**src/rtl/ram_write_arbiter.sv**
```systemverilog
// Write-port arbiter for a dual-port RAM: round-robin sharing between two
// valid/ready requesters plus a full-RAM clear engine.
module ram_write_arbiter #(
    parameter int unsigned ADDR_WIDTH = 12,
    parameter int unsigned DATA_WIDTH = 8,
    parameter logic [DATA_WIDTH-1:0] CLEAR_VALUE = '0
) (
    input  logic                  clk,
    input  logic                  rst_n,
    input  logic                  req0_valid,
    input  logic [ADDR_WIDTH-1:0] req0_addr,
    input  logic [DATA_WIDTH-1:0] req0_data,
    output logic                  req0_ready,
    input  logic                  req1_valid,
    input  logic [ADDR_WIDTH-1:0] req1_addr,
    input  logic [DATA_WIDTH-1:0] req1_data,
    output logic                  req1_ready,
    input  logic                  clear_req,
    output logic                  busy,
    output logic                  clear_done,
    output logic                  ram_we,
    output logic [ADDR_WIDTH-1:0] ram_write_addr,
    output logic [DATA_WIDTH-1:0] ram_write_data
);

    typedef enum logic {
        IDLE  = 1'b0,
        CLEAR = 1'b1
    } state_t;

    state_t                state_q;
    logic [ADDR_WIDTH-1:0] clr_cnt_q;
    logic                  last_grant_q;
    logic                  ram_we_q;
    logic [ADDR_WIDTH-1:0] ram_addr_q;
    logic [DATA_WIDTH-1:0] ram_data_q;
    logic                  clear_done_q;

    logic                  accept_open;
    logic                  grant0;
    logic                  grant1;

    // On conflict the port that did not win the last transfer is granted.
    always_comb begin
        accept_open = (state_q == IDLE) && !clear_req;
        grant0      = req0_valid && (!req1_valid ||  last_grant_q);
        grant1      = req1_valid && (!req0_valid || !last_grant_q);
        req0_ready  = accept_open && grant0;
        req1_ready  = accept_open && grant1;
    end

    always_ff @(posedge clk or negedge rst_n) begin
        if (!rst_n) begin
            state_q      <= IDLE;
            clr_cnt_q    <= '0;
            last_grant_q <= 1'b1;
            ram_we_q     <= 1'b0;
            ram_addr_q   <= '0;
            ram_data_q   <= '0;
            clear_done_q <= 1'b0;
        end else begin
            ram_we_q     <= 1'b0;
            clear_done_q <= 1'b0;
            case (state_q)
                IDLE: begin
                    if (clear_req) begin
                        state_q   <= CLEAR;
                        clr_cnt_q <= '0;
                    end else if (req0_ready) begin
                        ram_we_q     <= 1'b1;
                        ram_addr_q   <= req0_addr;
                        ram_data_q   <= req0_data;
                        last_grant_q <= 1'b0;
                    end else if (req1_ready) begin
                        ram_we_q     <= 1'b1;
                        ram_addr_q   <= req1_addr;
                        ram_data_q   <= req1_data;
                        last_grant_q <= 1'b1;
                    end
                end
                CLEAR: begin
                    ram_we_q   <= 1'b1;
                    ram_addr_q <= clr_cnt_q;
                    ram_data_q <= CLEAR_VALUE;
                    // Leave on the last address so the counter never wraps mid-clear.
                    if (clr_cnt_q == '1) begin
                        state_q      <= IDLE;
                        clear_done_q <= 1'b1;
                        clr_cnt_q    <= '0;
                    end else begin
                        clr_cnt_q <= clr_cnt_q + 1'b1;
                    end
                end
                default: state_q <= IDLE;
            endcase
        end
    end

    assign busy           = (state_q == CLEAR);
    assign clear_done     = clear_done_q;
    assign ram_we         = ram_we_q;
    assign ram_write_addr = ram_addr_q;
    assign ram_write_data = ram_data_q;

endmodule

```
**config.mk**
```make
export PLATFORM = sky130hd
export DESIGN_NAME = ram_write_arbiter
export DESIGN_NICKNAME = d
export VERILOG_FILES = /design/src/rtl/ram_write_arbiter.sv
export SDC_FILE = /design/constraint.sdc
export NUM_CORES = 1
export LEC_CHECK = 0
export CORE_MARGIN = 2
export CORE_UTILIZATION = 40
export CTS_BUF_LIST = sky130_fd_sc_hd__clkbuf_4
export CTS_CLUSTER_DIAMETER = 120
export DETAILED_ROUTE_END_ITERATION = 16
export GPL_TIMING_DRIVEN = 0
export PLACE_DENSITY = 0.77
export SYNTH_ARGS = -nofsm -noshare
export SYNTH_HDL_FRONTEND = slang
export SYNTH_SLANG_ARGS = --single-unit
```
**constraint.sdc**
```tcl
create_clock -name clk -period 1.6 [get_ports clk]
set_input_delay 0.4 -clock clk [delete_from_list [all_inputs] [get_ports clk]]
set_output_delay 0.4 -clock clk [all_outputs]
set_load 0.03 [all_outputs]
```
==> results.txt <==
----------------------------------------------------
[Flow run]
  Max-cap check violation count ... 0

[GRT]
  GRT busiest layer ... met2
  Via count of the first global-routing pass ... 1,782
  Largest net degree at the start of global routing ... 37
  Antenna violations before repair ... 0
  Global-route met1 utilization ... 0.284
  Global Route met3 Usage ... 0.0583
  GR Layer Usage met2 ... 0.329
  Gr ovfl total ... 0
  Global-route wire length before repair ... 8490 um
  Combined global-route utilization of all metal layers ... 0.207

[Clock tree]
  Clock latency reported for the late side of the worst-skew pair ... 0.36 ns
  Clock root buffer ... sky130_fd_sc_hd__clkbuf_4
  Clk slew on worst S/H paths ... 0.12 ns
  Number of buffers created by CTS ... 5
  Number of levels in the clock H-tree ... 2
  CTS tree ... done
  Hold buffer count at cts ... 0
  Buffer levels on the longest clock path ... 2
  Sink Count ... 36

[Worst setup path]
  R2r startpoint ... busy$_DFF_PN0_
  Kind of end point of the critical path ... primary output
  Type of origin of the critical path ... flop
  Worst Setup EP ... req1_ready
  Critical path startpoint ... busy$_DFF_PN0_
  Worst endpoint data arrival time ... 1.50 ns
  Required time of the critical path ... 1.20 ns
  R2r setup slk ... 0.04 ns
  FF-to-FF End ... ram_write_data[2]$_DFFE_PN0P_
  Maximum fanout along the worst path ... 4
  Cells on worst reg2reg path ... 6
  Critical Setup Path Class ... reg2out

[Timing]
  Unrepaired setup endpoints after global routing ... yes
  Final period utilization ... 1.19
  Actual transition at the worst max-transition pin ... 0.816 ns
  Peak clock frequency supported by timing ... 0.527 GHz
  Maximum clock skew at final layout ... 0.0131 ns
  Hold slack ... 0.123 ns
  Setup violations, final ... 2
  Number of hold violations in the final report ... 0
  Final-layout setup total negative slack ... -0.553 ns
  Minimum setup slack in the final design ... -0.299 ns
  Min Tclk post-route ... 1.90 ns
  Max Slew Vio Count ... 0
  Max-slew headroom at the worst pin ... 0.456

[Synthesis]
  Avg Inst Size Synth ... 9.64 um^2
  Register bit total from synthesis ... 36
  Cells after Synth ... 193
  Synth cell types ... 39
  Most frequent cell after synthesis ... sky130_fd_sc_hd__dfrtp_1
  Largest cells by area after synthesis ... sky130_fd_sc_hd__dfrtp_1 (47%), sky130_fd_sc_hd__mux2i_1 (6.5%), sky130_fd_sc_hd__o21ai_0 (5.1%), sky130_fd_sc_hd__a22oi_1 (4.0%), sky130_fd_sc_hd__nand2_1 (4.0%)
  Cell type with the highest aggregate area in the netlist ... sky130_fd_sc_hd__dfrtp_1
  Top flip-flop cell by instance count after synthesis ... sky130_fd_sc_hd__dfrtp_1
  Fraction of synthesized cell area taken by the top area cell type ... 0.471
  Netlist area before placement ... 1860 um^2
  Total number of yosys warnings ... 0
  Fraction of the yosys area taken by sequential cells ... 0.485
  Fraction of synthesis flops using an asynchronous set or reset pin ... 1.00
  Synth Net Count ... 239
  Count of flip-flops with a built-in enable after synthesis ... 0
  Most frequent cells after synthesis ... sky130_fd_sc_hd__dfrtp_1 (35), sky130_fd_sc_hd__nand2_1 (20), sky130_fd_sc_hd__o21ai_0 (19)

[Power and ir drop]
  P_leak ... 0.00131 uW
  Pwr dens ... 1050 nW/um^2
  Max VDD drop ... 0.000592 V

[Layout]
  Filler instances ... 374
  Count of nets after finishing ... 326
  Post-synthesis to final-layout area growth ... 52.4%
  Antenna cells ... 0
  Share of the core filled with cells in the final layout ... 0.642
  Flip-flop and latch area ... 905 um^2
  Share of post-route cells with drive strength above 1 ... 0.196
  Combined area of the multi-input logic cells ... 952 um^2

[Route]
  Detailed-route wire length ... 5130 um
  Antenna viol nets, final ... 0
  Wirelength per Cell ... 15.4 um
  DR vias/cell ... 5.61
  Drt first-iter violations ... 108
  Total number of vias ... 1,867
  Post-route DRC ... 0
  Total iterations of the first detailed-routing run ... 4

[Floorplanning]
  Std cell rows ... 24
  Die X-Extent ... 72.2 um
  Starting density of the core ... 0.421
  Die Area ... 5210 um^2
  Floorplan die height ... 72.2 um
  Area of the core ... 4410 um^2
  Top-level I/O count ... 70

[Placement]
  HPWL reported at the end of detailed placement ... 3410 um
  Weighted congestion at the end of routability-driven global placement ... 0.883
  Buffers on Ports ... 69

[Status]
  Violations in the final reports ... setup timing
  Result of the run ... complete, but fails checks

[Hold path]
  Type of the worst min-delay path ... in2async

----------------------------------------------------
[logic make-up (layout without fill, tap and decap cells)]
logic type / count (synthesis) / in the layout / synth area share
XOR/XNOR: 4 / 4 / 0.0188
multiplexers: 12 / 12 / 0.0646
AND/OR/NAND/NOR: 71 / 71 / 0.198
buffers and inverters: 17 / 104 / 0.0451
flip-flops: 36 / 36 / 0.485
AO/OA/AOI/OAI: 52 / 53 / 0.182
adder cells (fa/ha/maj): 1 / 1 / 0.00672
[through the flow]
stage	instances	instance area (um^2)	total power, uW	worst slack (ns)
4_1_cts	333	2800	2980	-0.313
6_report	333	2840	2970	-0.299
3_5_place_dp	314	2650	2530	-0.977
2_1_floorplan	193	1900	2030	0.00741
5_1_grt	333	2840	3170	-0.368
3_3_place_gp	314	2660	2520	-0.987
[power by group]
group | switching [uW] | total (uW) | internal [uW]
clock network | 319 | 498 | 180
logic | 585 | 1060 | 477
registers | 250 | 1410 | 1160
[cell type report]
cell class | instances | share of cell area
plain buffers | 10 | 0.0282
clock buffers | 6 | 0.0159
clock inverters | 2 | 0.00265
inverters | 4 | 0.00838
multi-input cells | 141 | 0.336
flip-flops and latches | 36 | 0.319
well taps | 52 | 0.0229
repair buffers | 82 | 0.267
[registers in the layout (all words and copies together), names as in the netlist]
register,flops
clr_cnt_q,12
ram_write_addr,12
last_grant_q,1
ram_we,1
clear_done,1
ram_write_data,8
busy,1
[routing by layer]
layer  share of wire  up-vias
met4          0.0064        0
met2            0.47       90
met5               0        -
met3           0.084        4
li1                -      890
met1            0.43      883
[worst min path at each step]
| stage | start | endpoint | slack (ns) | cells past startpoint |
|---|---|---|---|---|
| CTS | rst_n | ram_write_addr[11]$_DFFE_PN0P_ | 0.14 | 1 |
| finish | rst_n | ram_write_data[3]$_DFFE_PN0P_ | 0.12 | 1 |
| global placement | ram_write_addr[9]$_DFFE_PN0P_ | ram_write_addr[9]$_DFFE_PN0P_ | 0.48 | 2 |
| detailed placement | ram_write_addr[4]$_DFFE_PN0P_ | ram_write_addr[4]$_DFFE_PN0P_ | 0.49 | 2 |
| floorplan | rst_n | busy$_DFF_PN0_ | 0.10 | 0 |
| global route | rst_n | ram_write_data[1]$_DFFE_PN0P_ | 0.18 | 1 |
[cell usage in the layout, fill, tap and decap left out, types with 2 or more instances in the layout]
cell type / instances
sky130_fd_sc_hd__clkdlybuf4s50_1: 41
sky130_fd_sc_hd__dfrtp_1: 33
sky130_fd_sc_hd__dlygate4sd2_1: 24
sky130_fd_sc_hd__nand2_1: 19
sky130_fd_sc_hd__o21ai_0: 19
sky130_fd_sc_hd__nor2_1: 13
sky130_fd_sc_hd__nand3_1: 13
sky130_fd_sc_hd__buf_4: 13
sky130_fd_sc_hd__mux2i_1: 12
sky130_fd_sc_hd__a22oi_1: 10
sky130_fd_sc_hd__a31oi_1: 9
sky130_fd_sc_hd__buf_6: 8
sky130_fd_sc_hd__nand4_1: 8
sky130_fd_sc_hd__clkbuf_4: 6
sky130_fd_sc_hd__xor2_1: 4
sky130_fd_sc_hd__a21oi_1: 4
sky130_fd_sc_hd__clkbuf_2: 3
sky130_fd_sc_hd__o211ai_1: 3
sky130_fd_sc_hd__inv_4: 2
sky130_fd_sc_hd__buf_2: 2
sky130_fd_sc_hd__and4_2: 2
sky130_fd_sc_hd__and3_1: 2
sky130_fd_sc_hd__or4_1: 2
sky130_fd_sc_hd__a41oi_4: 2
sky130_fd_sc_hd__dfrtp_2: 2
sky130_fd_sc_hd__clkinv_1: 2
[critical path, cell delays in order, from the launching register on]
cell and delay (ns):
sky130_fd_sc_hd__dfrtp_2 0.43, sky130_fd_sc_hd__buf_6 0.13, sky130_fd_sc_hd__nor2_4 0.14, sky130_fd_sc_hd__buf_6 0.13, sky130_fd_sc_hd__nand2_4 0.05, sky130_fd_sc_hd__a21oi_4 0.12
sky130_fd_sc_hd__buf_6 0.14
[what timing repair did]
item / CTS / global route
resized for setup: 49 / 18
pin swaps: 2 / 2
gates cloned: 1 / 0
setup buffers: 10 / 3
endpoints found under the setup margin: 33 / 28
No activity file was read; power rests on OpenSTA's default activity.
